**src/rtl/rotm_pipe_pkg.sv**
```systemverilog
// Shared request type and byte-mask helpers for the rotate-and-mask pipeline.
// Word and req_t describe the 32-bit request; wider instances reuse the helpers per byte lane.
package Pu_types;

    localparam int WORD_BYTES = 4;
    localparam int WORD_SHW   = 5;

    typedef logic [31:0] Word;

    typedef struct packed {
        Word                   w;
        Word                   ins;
        logic [WORD_SHW-1:0]   sh;
        logic                  bitmode;
        logic                  insert;
        logic [WORD_BYTES-1:0] mask;
    } req_t;

    function automatic logic [7:0] lane_mask(input logic en);
        return {8{en}};
    endfunction

    function automatic Word expand_mask(input logic [WORD_BYTES-1:0] mask);
        Word m;
        m = 32'h0000_0000;
        for (int i = 0; i < WORD_BYTES; i++) begin
            m[8*i +: 8] = lane_mask(mask[i]);
        end
        return m;
    endfunction

endpackage

```
**src/rtl/rotm_pipe_if.sv**
```systemverilog
// Request/response handshake bundle for rotm_pipe; the producer/consumer side is master,
// the pipeline is slave.
interface rotm_pipe_if #(
    parameter int BYTES = 4
);
    localparam int DW  = 8 * BYTES;
    localparam int SHW = $clog2(DW);

    logic             in_valid;
    logic             in_ready;
    logic [DW-1:0]    in_w;
    logic [DW-1:0]    in_ins;
    logic [SHW-1:0]   in_sh;
    logic             in_bitmode;
    logic             in_insert;
    logic [BYTES-1:0] in_mask;
    logic             out_valid;
    logic             out_ready;
    logic [DW-1:0]    out_y;
    logic             busy;

    modport master (
        output in_valid, in_w, in_ins, in_sh, in_bitmode, in_insert, in_mask, out_ready,
        input  in_ready, out_valid, out_y, busy
    );

    modport slave (
        input  in_valid, in_w, in_ins, in_sh, in_bitmode, in_insert, in_mask, out_ready,
        output in_ready, out_valid, out_y, busy
    );

endinterface

```
**src/rtl/rotm_pipe_core.sv**
```systemverilog
// Combinational rotate and byte-mask merge. The rotate path (w/sh/bitmode -> rot) and the
// merge path (rw/mask/ins/insert -> y) are independent so the pipeline can place them in separate stages.
module rotm_core
    import Pu_types::*;
#(
    parameter int BYTES = 4
) (
    input  logic [8*BYTES-1:0]          w,
    input  logic [$clog2(8*BYTES)-1:0]  sh,
    input  logic                        bitmode,
    output logic [8*BYTES-1:0]          rot,
    input  logic [8*BYTES-1:0]          rw,
    input  logic [BYTES-1:0]            mask,
    input  logic [8*BYTES-1:0]          ins,
    input  logic                        insert,
    output logic [8*BYTES-1:0]          y
);

    localparam int DW  = 8 * BYTES;
    localparam int SHW = $clog2(DW);
    localparam int BYW = $clog2(BYTES);

    logic [SHW-1:0] amt_s;
    logic [SHW-1:0] amt_neg_s;
    logic [DW-1:0]  m_s;

    // Left rotate; byte mode scales the low BYW bits of sh to a bit count and drops the rest.
    always_comb begin
        amt_s = {SHW{1'b0}};
        if (bitmode) begin
            amt_s = sh;
        end else begin
            amt_s = {sh[BYW-1:0], 3'b000};
        end
        // amt_neg is DW-amt modulo DW, so a zero rotate ORs w with itself.
        amt_neg_s = {SHW{1'b0}} - amt_s;
        rot       = (w << amt_s) | (w >> amt_neg_s);
    end

    for (genvar i = 0; i < BYTES; i++) begin : g_lane
        assign m_s[8*i +: 8] = lane_mask(mask[i]);
    end

    // Merge the rotated word under the expanded mask, filling the rest with ins or zero.
    always_comb begin
        y = {DW{1'b0}};
        if (insert) begin
            y = (rw & m_s) | (ins & ~m_s);
        end else begin
            y = rw & m_s;
        end
    end

endmodule

```
**src/rtl/rotm_pipe.sv**
```systemverilog
// Two-stage rotate-and-mask pipeline: S1 holds the rotated word and merge controls,
// S2 holds the merged result that drives out_y/out_valid.
module rotm_pipe
    import Pu_types::*;
#(
    parameter int BYTES = 4
) (
    input  logic        clk,
    input  logic        reset,
    rotm_pipe_if.slave  bus
);

    localparam int DW  = 8 * BYTES;
    localparam int SHW = $clog2(DW);

    logic             s1_valid_q,  s1_valid_d;
    logic [DW-1:0]    s1_rot_q,    s1_rot_d;
    logic [DW-1:0]    s1_ins_q,    s1_ins_d;
    logic [BYTES-1:0] s1_mask_q,   s1_mask_d;
    logic             s1_insert_q, s1_insert_d;
    logic             s2_valid_q,  s2_valid_d;
    logic [DW-1:0]    s2_y_q,      s2_y_d;

    logic             s2_load_s;
    logic             in_ready_s;
    logic             accept_s;
    logic [DW-1:0]    core_rot_s;
    logic [DW-1:0]    core_y_s;
    logic [SHW-1:0]   in_sh_s;

    assign in_sh_s = bus.in_sh;

    rotm_core #(
        .BYTES (BYTES)
    ) u_core (
        .w       (bus.in_w),
        .sh      (in_sh_s),
        .bitmode (bus.in_bitmode),
        .rot     (core_rot_s),
        .rw      (s1_rot_q),
        .mask    (s1_mask_q),
        .ins     (s1_ins_q),
        .insert  (s1_insert_q),
        .y       (core_y_s)
    );

    // Handshake and next-state for both stages; in_ready never looks at in_valid.
    always_comb begin
        s2_load_s   = s1_valid_q & (~s2_valid_q | bus.out_ready);
        in_ready_s  = ~s1_valid_q | s2_load_s;
        accept_s    = bus.in_valid & in_ready_s;

        s1_valid_d  = s1_valid_q;
        s1_rot_d    = s1_rot_q;
        s1_ins_d    = s1_ins_q;
        s1_mask_d   = s1_mask_q;
        s1_insert_d = s1_insert_q;
        s2_valid_d  = s2_valid_q;
        s2_y_d      = s2_y_q;

        if (accept_s) begin
            s1_valid_d  = 1'b1;
            s1_rot_d    = core_rot_s;
            s1_ins_d    = bus.in_ins;
            s1_mask_d   = bus.in_mask;
            s1_insert_d = bus.in_insert;
        end else if (s2_load_s) begin
            s1_valid_d  = 1'b0;
        end else begin
            s1_valid_d  = s1_valid_q;
        end

        if (s2_load_s) begin
            s2_valid_d = 1'b1;
            s2_y_d     = core_y_s;
        end else if (bus.out_ready) begin
            s2_valid_d = 1'b0;
        end else begin
            s2_valid_d = s2_valid_q;
        end
    end

    // Stage valid bits and S2 result; reset discards anything in flight.
    always_ff @(posedge clk) begin
        if (reset) begin
            s1_valid_q <= 1'b0;
            s2_valid_q <= 1'b0;
            s2_y_q     <= {DW{1'b0}};
        end else begin
            s1_valid_q <= s1_valid_d;
            s2_valid_q <= s2_valid_d;
            s2_y_q     <= s2_y_d;
        end
    end

    // S1 payload is qualified by s1_valid_q, so it carries no reset.
    always_ff @(posedge clk) begin
        s1_rot_q    <= s1_rot_d;
        s1_ins_q    <= s1_ins_d;
        s1_mask_q   <= s1_mask_d;
        s1_insert_q <= s1_insert_d;
    end

    assign bus.in_ready  = in_ready_s;
    assign bus.out_valid = s2_valid_q;
    assign bus.out_y     = s2_y_q;
    assign bus.busy      = s1_valid_q | s2_valid_q;

endmodule

```
**src/flat_wrapper.sv**
```systemverilog
// flat-port wrapper written by rule: the top's interface ports become plain ports
module rotm_pipe_flat import Pu_types::*;
#(
    parameter int BYTES = 4
)
  (clk, reset, bus_in_valid, bus_in_w, bus_in_ins, bus_in_sh, bus_in_bitmode, bus_in_insert, bus_in_mask, bus_out_ready, bus_in_ready, bus_out_valid, bus_out_y, bus_busy);
  rotm_pipe_if #(.BYTES(BYTES)) bus_i ();
  input  logic clk;
  input  logic reset;
  input wire logic [$bits(bus_i.in_valid)-1:0] bus_in_valid;
  input wire logic [$bits(bus_i.in_w)-1:0] bus_in_w;
  input wire logic [$bits(bus_i.in_ins)-1:0] bus_in_ins;
  input wire logic [$bits(bus_i.in_sh)-1:0] bus_in_sh;
  input wire logic [$bits(bus_i.in_bitmode)-1:0] bus_in_bitmode;
  input wire logic [$bits(bus_i.in_insert)-1:0] bus_in_insert;
  input wire logic [$bits(bus_i.in_mask)-1:0] bus_in_mask;
  input wire logic [$bits(bus_i.out_ready)-1:0] bus_out_ready;
  output wire logic [$bits(bus_i.in_ready)-1:0] bus_in_ready;
  output wire logic [$bits(bus_i.out_valid)-1:0] bus_out_valid;
  output wire logic [$bits(bus_i.out_y)-1:0] bus_out_y;
  output wire logic [$bits(bus_i.busy)-1:0] bus_busy;
  assign bus_i.in_valid = bus_in_valid;
  assign bus_i.in_w = bus_in_w;
  assign bus_i.in_ins = bus_in_ins;
  assign bus_i.in_sh = bus_in_sh;
  assign bus_i.in_bitmode = bus_in_bitmode;
  assign bus_i.in_insert = bus_in_insert;
  assign bus_i.in_mask = bus_in_mask;
  assign bus_i.out_ready = bus_out_ready;
  assign bus_in_ready = bus_i.in_ready;
  assign bus_out_valid = bus_i.out_valid;
  assign bus_out_y = bus_i.out_y;
  assign bus_busy = bus_i.busy;
  rotm_pipe #(.BYTES(BYTES)) u_core (.clk(clk), .reset(reset), .bus(bus_i));
endmodule
```
**config.mk**
```make
export PLATFORM = sky130hd
export DESIGN_NAME = rotm_pipe_flat
export DESIGN_NICKNAME = d
export VERILOG_FILES = /design/src/rtl/rotm_pipe_pkg.sv /design/src/rtl/rotm_pipe_if.sv /design/src/rtl/rotm_pipe_core.sv /design/src/rtl/rotm_pipe.sv /design/src/flat_wrapper.sv
export SDC_FILE = /design/constraint.sdc
export NUM_CORES = 1
export LEC_CHECK = 0
export CAP_MARGIN = 15
export CORE_ASPECT_RATIO = 1.2
export CORE_MARGIN = 5
export CORE_UTILIZATION = 25
export DETAILED_ROUTE_END_ITERATION = 16
export GPL_ROUTABILITY_DRIVEN = 0
export PLACE_DENSITY = 0.53
export SYNTH_ARGS = -nofsm -noshare
export SYNTH_HDL_FRONTEND = slang
export SYNTH_SLANG_ARGS = --single-unit
```
**constraint.sdc**
```tcl
create_clock -name clk -period 5.41 [get_ports clk]
set_clock_uncertainty 0.05 [all_clocks]
set_input_delay 1.3525 -clock clk [delete_from_list [all_inputs] [get_ports clk]]
set_output_delay 1.3525 -clock clk [all_outputs]
set_load 0.03 [all_outputs]
```
==> results_dict.tcl, run 1 <==
set metrics [dict create \
    outcome "completed" \
    synth_top_cell_by_area "edfxtp_1" \
    pre_cts_ws_ns 0.4336 \
    globalRouteOverflowTotal 0 \
    rows 71 \
    hold_class "reg -> reg" \
    syn_avg_cell_area_um2 9.475 \
    root_buffer "clkbuf_16" \
    port-buffer-count 113 \
    r2r-start "u_core.bus.out_valid" \
    r2r_end "u_core.s1_ins_q[7]" \
    cts_max_path_buffers 2 \
    final_antenna_net_count 0 \
    postCtsSetupBuffers 0 \
    ys.flop_type "edfxtp_1" \
    viasPerCell 5.748 \
    cts_tree "yes" \
    num_io_pins 114 \
    p_per_area_nw_per_um2 252.8 \
    synth_edf_count 69 \
    postSynthRegisterBits 103 \
    core_um2 31360 \
    final_common_cell "clkdlybuf4s50_1" \
    r2r_cells 4 \
    setup_ws_ns 0.9250 \
    grt_max_degree 65 \
    crit_type "in -> reg" \
    grt_pass1_wl_um 46210 \
    dieArea_um2 35440 \
    synth_top_area_frac 0.2610 \
    fp.dieW_um 172.7 \
    antenna_found_initial 0 \
    post-route-drc-count 0 \
    syn-num-nets 918 \
    n_fill_cell 3256 \
    crit_arrival_ns 4.64 \
    post-route-period-util 0.8290 \
    cts-htree-levels 3 \
    drive_gt1_frac 0.1295 \
    antenna_cells 0 \
    layout_common_cells "111 x clkdlybuf4s50_1, 75 x nor2_1, 69 x edfxtp_1" \
    hpwl_um 22740 \
    syn_to_final_growth_pct 22.50 \
    setup-tns-final_ns 0 \
    p_leak_nw 3.383 \
    path_max_fanout 20 \
    peakVddDrop_mv 0.1522 \
    synthTopCellsByArea "edfxtp_1 26%, dfxtp_1 8.6%, mux4_2 8.2%" \
    hold_buffers 0 \
    cts_made_buffers 9 \
    period_minus_slack_ns 4.485 \
    drtIter0Drc 1011 \
    clock_sinks 103 \
    yosys_warnings 0 \
    end_kind "flip-flop" \
    rsz0062_at_grt "no" \
    max_cap_viol_count 0 \
    tightest_slew_ns 0.9336 \
    fmax_ghz 0.2230 \
    total_power_mw 2.459 \
    start_kind "primary input" \
    grt_util_met1 0.2204 \
    grtUsageMet2 0.2688 \
    fp.dieH_um 205.2 \
    syn_area_um2 7940 \
    finalNetCount 986 \
    drt_wl_total_um 30680 \
    crit_end "u_core.s1_rot_q[5]" \
    insertion_delay_ns 0.34 \
    synthCells 838 \
    grt_pass1_vias 7296 \
    vias 7541 \
    yosysSeqAreaShare 0.3467 \
    clk_pin_slew_ns 0.07 \
    reg2reg_setup_slack_ns 3.33 \
    hold_violations 0 \
    initial_core_util 0.2532 \
    grt_use_total 0.1650 \
    hold-worst-slack_ns 0.4472 \
    cts_resized 0 \
    dr.pass1.iters 5 \
    setup_violations 0 \
    instances_no_fill 1312 \
    wl_per_cell_um 23.38 \
    synth_cell_types 81 \
    placed_cells 1295 \
    drv_slew 0 \
    synthArstFlopShare 0 \
    cp.required_ns 5.57 \
    relSlewSlack 0.3738 \
    use_met3 0.02389 \
    crit_path_start "bus_in_sh[1]" \
    grt.busiest_layer "met2" \
]
[power breakdown]
group | internal, mW | leakage, nW | total, mW | switching (mW)
Clock | 0.372 | 0.148 | 0.651 | 0.279
Sequential | 0.928 | 0.956 | 0.964 | 0.0358
Combinational | 0.346 | 2.28 | 0.844 | 0.498
Total | 1.65 | 3.38 | 2.46 | 0.813
[registers in the layout, indices dropped and copies added (netlist names)]
signal and cells:
u_core.s1_insert_q 1, u_core.bus.out_valid 1, u_core.bus.out_y 32, u_core.s1_valid_q 1, u_core.s1_mask_q 4, u_core.s1_rot_q 32
u_core.s1_ins_q 32
[logic make-up (layout without fill, tap and decap cells)]
family	after synthesis	in the layout	share of synthesized area
AND/OR/NAND/NOR	231	231	0.1369
adder cells (fa/ha/maj)	1	1	0.001576
XOR/XNOR	4	4	0.006305
flip-flops	103	103	0.3467
AO/OA/AOI/OAI	299	299	0.2781
multiplexers	93	93	0.1661
buffers and inverters	107	180	0.06429
[worst min-delay path by stage]
stage                      endpoint                 start  cells after the start  slack (ns)
5_1_grt        u_core.bus.out_y[10]  u_core.bus.out_y[10]                      2        0.46
3_5_place_dp   u_core.bus.out_y[16]  u_core.bus.out_y[16]                      2        0.44
2_1_floorplan  u_core.bus.out_valid     u_core.s1_valid_q                      2        0.44
6_report       u_core.bus.out_y[16]  u_core.bus.out_y[16]                      2        0.45
4_1_cts        u_core.bus.out_y[16]  u_core.bus.out_y[16]                      2        0.45
3_3_place_gp   u_core.bus.out_y[19]  u_core.bus.out_y[19]                      2        0.44
[worst max-delay path, stage by stage]
cell and delay, ns:
clkdlybuf4s50_1 0.42, and2_1 0.18, inv_1 0.07, ha_1 0.34, buf_4 0.33, a21boi_1 0.28, o21ai_0 0.19, and2_1 0.25
a22o_1 0.26, o311ai_0 0.64, buf_4 0.22, a21o_1 0.10
[cell type report]
cell class / count / area (um2) / area share
clock buffers: 11 / 242.7 / 0.02495
clock inverters: 5 / 56.30 / 0.005789
inverters: 13 / 48.80 / 0.005017
multi-input cells: 628 / 4686 / 0.4817
flip-flops and latches: 103 / 2753 / 0.2830
well taps: 401 / 501.7 / 0.05158
repair buffers: 151 / 1439 / 0.1479
[stage by stage]
step           area, um2  utilization
5_1_grt             9727       0.3102
3_3_place_gp        9400       0.2998
2_1_floorplan       7940            -
6_report            9727       0.3102
3_5_place_dp        9400       0.2998
4_1_cts             9699       0.3093
[routing by layer]
metal  up-vias  routed length [um]
met3        90                2564
li1       3455                   -
met2       487               14090
met1      3509               12670
met4         0                1352
met5         -                   0
[cell usage after synthesis, types with 9 or more instances]
| cell type | instances |
|---|---|
| nor2_1 | 75 |
| edfxtp_1 | 69 |
| nand2_1 | 68 |
| a211oi_1 | 54 |
| mux2i_1 | 48 |
| clkbuf_1 | 39 |
| a21oi_1 | 38 |
| a22oi_1 | 38 |
| buf_2 | 35 |
| dfxtp_1 | 34 |
| mux4_2 | 29 |
| o22ai_1 | 25 |
| o21ai_0 | 19 |
| nand3_1 | 17 |
| mux2_2 | 14 |
| nor2b_1 | 14 |
| and3_1 | 11 |
| a221o_1 | 10 |
| inv_1 | 10 |
| o211ai_1 | 10 |
| buf_4 | 9 |
| nor3_1 | 9 |
Note: power is estimated with default switching activity, not from simulation.
==> run 2, diff against run 1 <==
- PLACE_DENSITY: 0.53 -> 0.54
- clock period: 5.41 -> 3.9 ns (I/O delays scaled with it)
==> run 2 against run 1 <==
Flip-flop and latch count unchanged. Via count increased by 2.1%. Non-clock buffer count increased by 57. Register-to-register slack got worse by 1.1 ns. Clock power increased by 33%. Critical path type unchanged. Largest cell class unchanged.
==> results_dict.tcl, run 2 (synthesized netlist as in run 1, its figures left out) <==
set metrics [dict create \
    total_power_mw 3.467 \
    fp.dieH_um 205.2 \
    start_kind "primary input" \
    antenna_found_initial 0 \
    viasPerCell 5.622 \
    path_max_fanout 7 \
    dr.pass1.iters 5 \
    tightest_slew_ns 0.7396 \
    max_cap_viol_count 0 \
    setup_violations 0 \
    globalRouteOverflowTotal 0 \
    cts_resized 0 \
    clk_pin_slew_ns 0.07 \
    crit_type "in -> reg" \
    relSlewSlack 0.5017 \
    rsz0062_at_grt "no" \
    vias 7697 \
    final_antenna_net_count 0 \
    hold_class "reg -> reg" \
    r2r_end "u_core.bus.out_y[5]" \
    whs_endpoint "u_core.bus.out_y[27]" \
    dieArea_um2 35440 \
    rows 71 \
    drv_slew 0 \
    r2r_cells 5 \
    end_kind "flip-flop" \
    syn_to_final_growth_pct 28.57 \
    postCtsSetupBuffers 0 \
    pre_cts_ws_ns -0.1188 \
    antenna_cells 0 \
    grt_max_degree 70 \
    min-delay-start "u_core.bus.out_y[27]" \
    hold_violations 0 \
    drtIter0Drc 825 \
    core_um2 31360 \
    cts-htree-levels 3 \
    cp_slowest_cell "o311ai_0" \
    drt_wl_total_um 31070 \
    grt_pass1_wl_um 47300 \
    post-route-period-util 0.9578 \
    fmax_ghz 0.2677 \
    cts_tree "yes" \
    critical_path_buf_inv_count 3 \
    n_fill_cell 3212 \
    crit_arrival_ns 3.89 \
    initial_core_util 0.2532 \
    peakVddDrop_mv 0.2160 \
    p_leak_nw 3.679 \
    cpMostUsedCell "and2_1" \
    layout_common_cells "111 x clkdlybuf4s50_1, 87 x buf_4, 75 x nor2_1" \
    reg2reg_setup_slack_ns 2.25 \
    dpl_cell_area_um2 9923 \
    fp.dieW_um 172.7 \
    finalNetCount 1043 \
    final_common_cell "clkdlybuf4s50_1" \
    drive_gt1_frac 0.1808 \
    setup_ws_ns 0.1646 \
    insertion_delay_ns 0.34 \
    r2r-start "u_core.bus.out_valid" \
    p_per_area_nw_per_um2 339.6 \
    cts_made_buffers 9 \
    post-route-drc-count 0 \
    hold_buffers 0 \
    wl_per_cell_um 22.69 \
    clock_sinks 103 \
    cp.required_ns 4.05 \
    port-buffer-count 113 \
    period_minus_slack_ns 3.735 \
    max_stage_delay_ns 0.61 \
    num_io_pins 114 \
    grt_use_total 0.1688 \
    post-route-cell-area_um2 10210 \
    critical-path-top-delay-family "compound AO/OA/AOI/OAI gates" \
    cts_max_path_buffers 2 \
    hpwl_um 23630 \
    hold_depth 2 \
    path_cells "clkdlybuf4s50_1 > and2_1 > inv_1 > ha_1 > buf_4 > a21boi_1 > o21ai_0 > and2_1 > a22o_1 > o311ai_0 > a21o_1" \
    outcome "completed" \
    grt_pass1_vias 7482 \
    root_buffer "clkbuf_16" \
]
-- run 2: cell count changes in the layout (fill, tap and decap cells not counted), sizes merged --
cell,previous run,this run
buf,40,97
clkinv,4,3
clkbuf,11,12
bufinv,1,0
inv,13,14
-- run 2: area by class of cell --
class | count | area, um2 | share of cell area
clock buffers | 12 | 257.7 | 0.02525
clock inverters | 4 | 27.53 | 0.002696
inverters | 13 | 48.80 | 0.004780
multi-input cells | 628 | 4686 | 0.4590
flip-flops and latches | 103 | 2753 | 0.2696
well taps | 401 | 501.7 | 0.04915
repair buffers | 208 | 1934 | 0.1895
-- run 2: worst register-to-register path, cell delays in order, from the launching register on --
cell and delay (ns):
dfxtp_1 0.32, nor2b_1 0.18, nor2b_4 0.11, buf_4 0.48, nor2_1 0.14, a211oi_1 0.27
-- run 2: worst max path at each step --
stage / startpoint / end / slack [ns] / cells after the start
floorplan: bus_in_sh[1] / u_core.s1_rot_q[11] / 0.007 / 14
global placement: bus_in_sh[1] / u_core.s1_rot_q[6] / -0.06 / 10
detailed placement: bus_in_sh[1] / u_core.s1_rot_q[22] / -0.12 / 10
CTS: bus_in_sh[1] / u_core.s1_rot_q[22] / 0.25 / 10
global route: bus_in_sh[1] / u_core.s1_rot_q[22] / 0.08 / 10
finish: bus_in_sh[1] / u_core.s1_rot_q[5] / 0.16 / 11
-- run 2: metrics by stage --
step,hold slack (ns),util,cells,setup TNS (ns)
2_1_floorplan,0.4416,-,838,0
3_3_place_gp,0.4402,0.3164,1353,-0.2505
3_5_place_dp,0.4413,0.3164,1353,-0.6699
4_1_cts,0.4509,0.3255,1369,0
5_1_grt,0.4633,0.3255,1369,0
6_report,0.4492,0.3255,1369,0
-- run 2: report_power, final --
part	leakage (nW)	total [mW]	internal [mW]	switching, mW
sequential	0.956	1.34	1.29	0.0486
combinational	2.58	1.27	0.557	0.710
clock	0.142	0.864	0.475	0.389
total	3.68	3.47	2.32	1.15
-- run 2: routing by layer --
layer  up-vias  GRT usage  routed length [um]  part of all wire
met5         -          0                   0                 0
met4         0    0.07077                1218             0.039
met3        70    0.02701                2133             0.069
met2       360     0.2794               14850              0.48
met1      3714     0.2203               12870              0.41
li1       3553          -                   -                 -
==> run 3, diff against run 2 <==
- PLACE_DENSITY: 0.54 -> 0.43
==> run 3 against run 2 <==
Die area stayed put. First-iteration DRC count is 6.2% lower. Sequential share of layout area is 0.73 points lower. Sequential power hardly changed. Fmax is 0.18% lower. Wire length is 5.9% higher. Cell area is 2.8% higher. Non-clock buffer count is 35 higher.
==> results_dict.tcl, run 3 (synthesized netlist as in run 1, its figures left out) <==
set metrics [dict create \
    outcome "completed" \
    path_max_fanout 7 \
    reg2reg_setup_slack_ns 2.11 \
    globalRouteOverflowTotal 0 \
    grt_max_degree 65 \
    placed_cells 1388 \
    clk_pin_slew_ns 0.07 \
    rows 71 \
    cts-htree-levels 3 \
    end_kind "flip-flop" \
    ff_latch_area_um2 2753 \
    setup_violations 0 \
    tightest_slew_ns 0.7266 \
    hold-worst-slack_ns 0.4484 \
    viasPerCell 5.516 \
    dieArea_um2 35440 \
    initial_core_util 0.2532 \
    p_per_area_nw_per_um2 350.1 \
    crit_type "in -> reg" \
    dpl_cell_area_um2 10150 \
    grt_use_total 0.1796 \
    fp.dieW_um 172.7 \
    wl_per_cell_um 23.42 \
    cts_tree "yes" \
    multi_input_area_um2 4686 \
    cts_made_buffers 9 \
    r2r_end "u_core.s1_ins_q[7]" \
    antenna_cells 0 \
    postCtsSetupBuffers 0 \
    p_leak_nw 3.860 \
    relSlewSlack 0.5105 \
    hold_buffers 0 \
    dr.pass1.iters 5 \
    fp.dieH_um 205.2 \
    hold_class "reg -> reg" \
    post-route-cell-area_um2 10490 \
    vias 7745 \
    r2r-start "u_core.bus.out_valid" \
    drv_slew 0 \
    hpwl_um 25240 \
    syn_to_final_growth_pct 32.16 \
    max_cap_viol_count 0 \
    clock_sinks 103 \
    layout_common_cells "125 x buf_4, 111 x clkdlybuf4s50_1, 75 x nor2_1" \
    fmax_ghz 0.2672 \
    crit_path_start "bus_in_sh[1]" \
    cp.required_ns 3.93 \
    crit_arrival_ns 3.77 \
    grt_pass1_vias 7724 \
    cts_max_path_buffers 2 \
    start_kind "primary input" \
    insertion_delay_ns 0.34 \
    core_um2 31360 \
    num_io_pins 114 \
    post-route-period-util 0.9595 \
    port-buffer-count 113 \
    peakVddDrop_mv 0.3560 \
    period_minus_slack_ns 3.742 \
    finalNetCount 1078 \
    drt_wl_total_um 32890 \
    setup-tns-final_ns 0 \
    drive_gt1_frac 0.2114 \
    rsz0062_at_grt "no" \
    hold_violations 0 \
    root_buffer "clkbuf_16" \
    final_antenna_net_count 0 \
    n_fill_cell 3272 \
    final_common_cell "buf_4" \
    antenna_found_initial 0 \
    grt_pass1_wl_um 49650 \
    cts_resized 0 \
    drtIter0Drc 774 \
    crit_end "u_core.s1_rot_q[6]" \
    post-route-drc-count 0 \
    instances_no_fill 1404 \
    r2r_cells 4 \
]
run 3: cell types whose count changed in the layout (fill, tap and decap cells not counted), sizes merged:
cell	delta
buf	+35
clkbuf	-2
inv	+1
clkinv	-1
bufinv	+2
run 3: power breakdown:
| group | leakage (nW) | internal (mW) | switching, mW |
|---|---|---|---|
| Clock | 0.169 | 0.609 | 0.403 |
| Sequential | 0.956 | 1.29 | 0.0466 |
| Combinational | 2.74 | 0.591 | 0.737 |
| Total | 3.86 | 2.49 | 1.19 |
run 3: per-stage QoR:
stage	utilization	setup slack (ns)	power (mW)
CTS	0.3346	0.08673	3.697
global route	0.3346	0.03017	3.843
finish	0.3346	0.1580	3.674
global placement	0.3236	-0.2108	2.681
floorplan	-	0.006570	2.068
detailed placement	0.3236	-0.2615	2.675
run 3: how the worst min path moves through the flow:
stage                    startpoint              endpoint  slack, ns  depth (start not counted)
2_1_floorplan     u_core.s1_valid_q  u_core.bus.out_valid       0.44                          2
3_3_place_gp   u_core.bus.out_y[21]  u_core.bus.out_y[21]       0.44                          2
3_5_place_dp   u_core.bus.out_y[29]  u_core.bus.out_y[29]       0.44                          2
4_1_cts        u_core.bus.out_y[29]  u_core.bus.out_y[29]       0.45                          2
5_1_grt        u_core.bus.out_y[10]  u_core.bus.out_y[10]       0.48                          2
6_report       u_core.bus.out_y[16]  u_core.bus.out_y[16]       0.45                          2
run 3: cell type report:
class                   instances  share of cell area
clock inverters                 6            0.009062
multi-input cells             628              0.4465
flip-flops and latches        103              0.2623
repair buffers                243              0.2058
clock buffers                  10             0.02385
inverters                      13            0.004650
well taps                     401             0.04781
run 3: critical path, stage by stage:
cell             delay (ns)
clkdlybuf4s50_1        0.48
and2_1                 0.15
inv_1                  0.06
ha_1                   0.29
xnor2_1                0.27
mux2_2                 0.38
a211oi_2               0.38
mux2i_1                0.21
o2111a_1               0.28
a221o_1                0.30
run 3: metal layers:
metal,global-route usage,share of wire,vias up
met4,0.07189,0.036,0
met3,0.01782,0.046,60
li1,-,-,3628
met1,0.2374,0.43,3761
met2,0.3033,0.48,296
met5,0,0,-
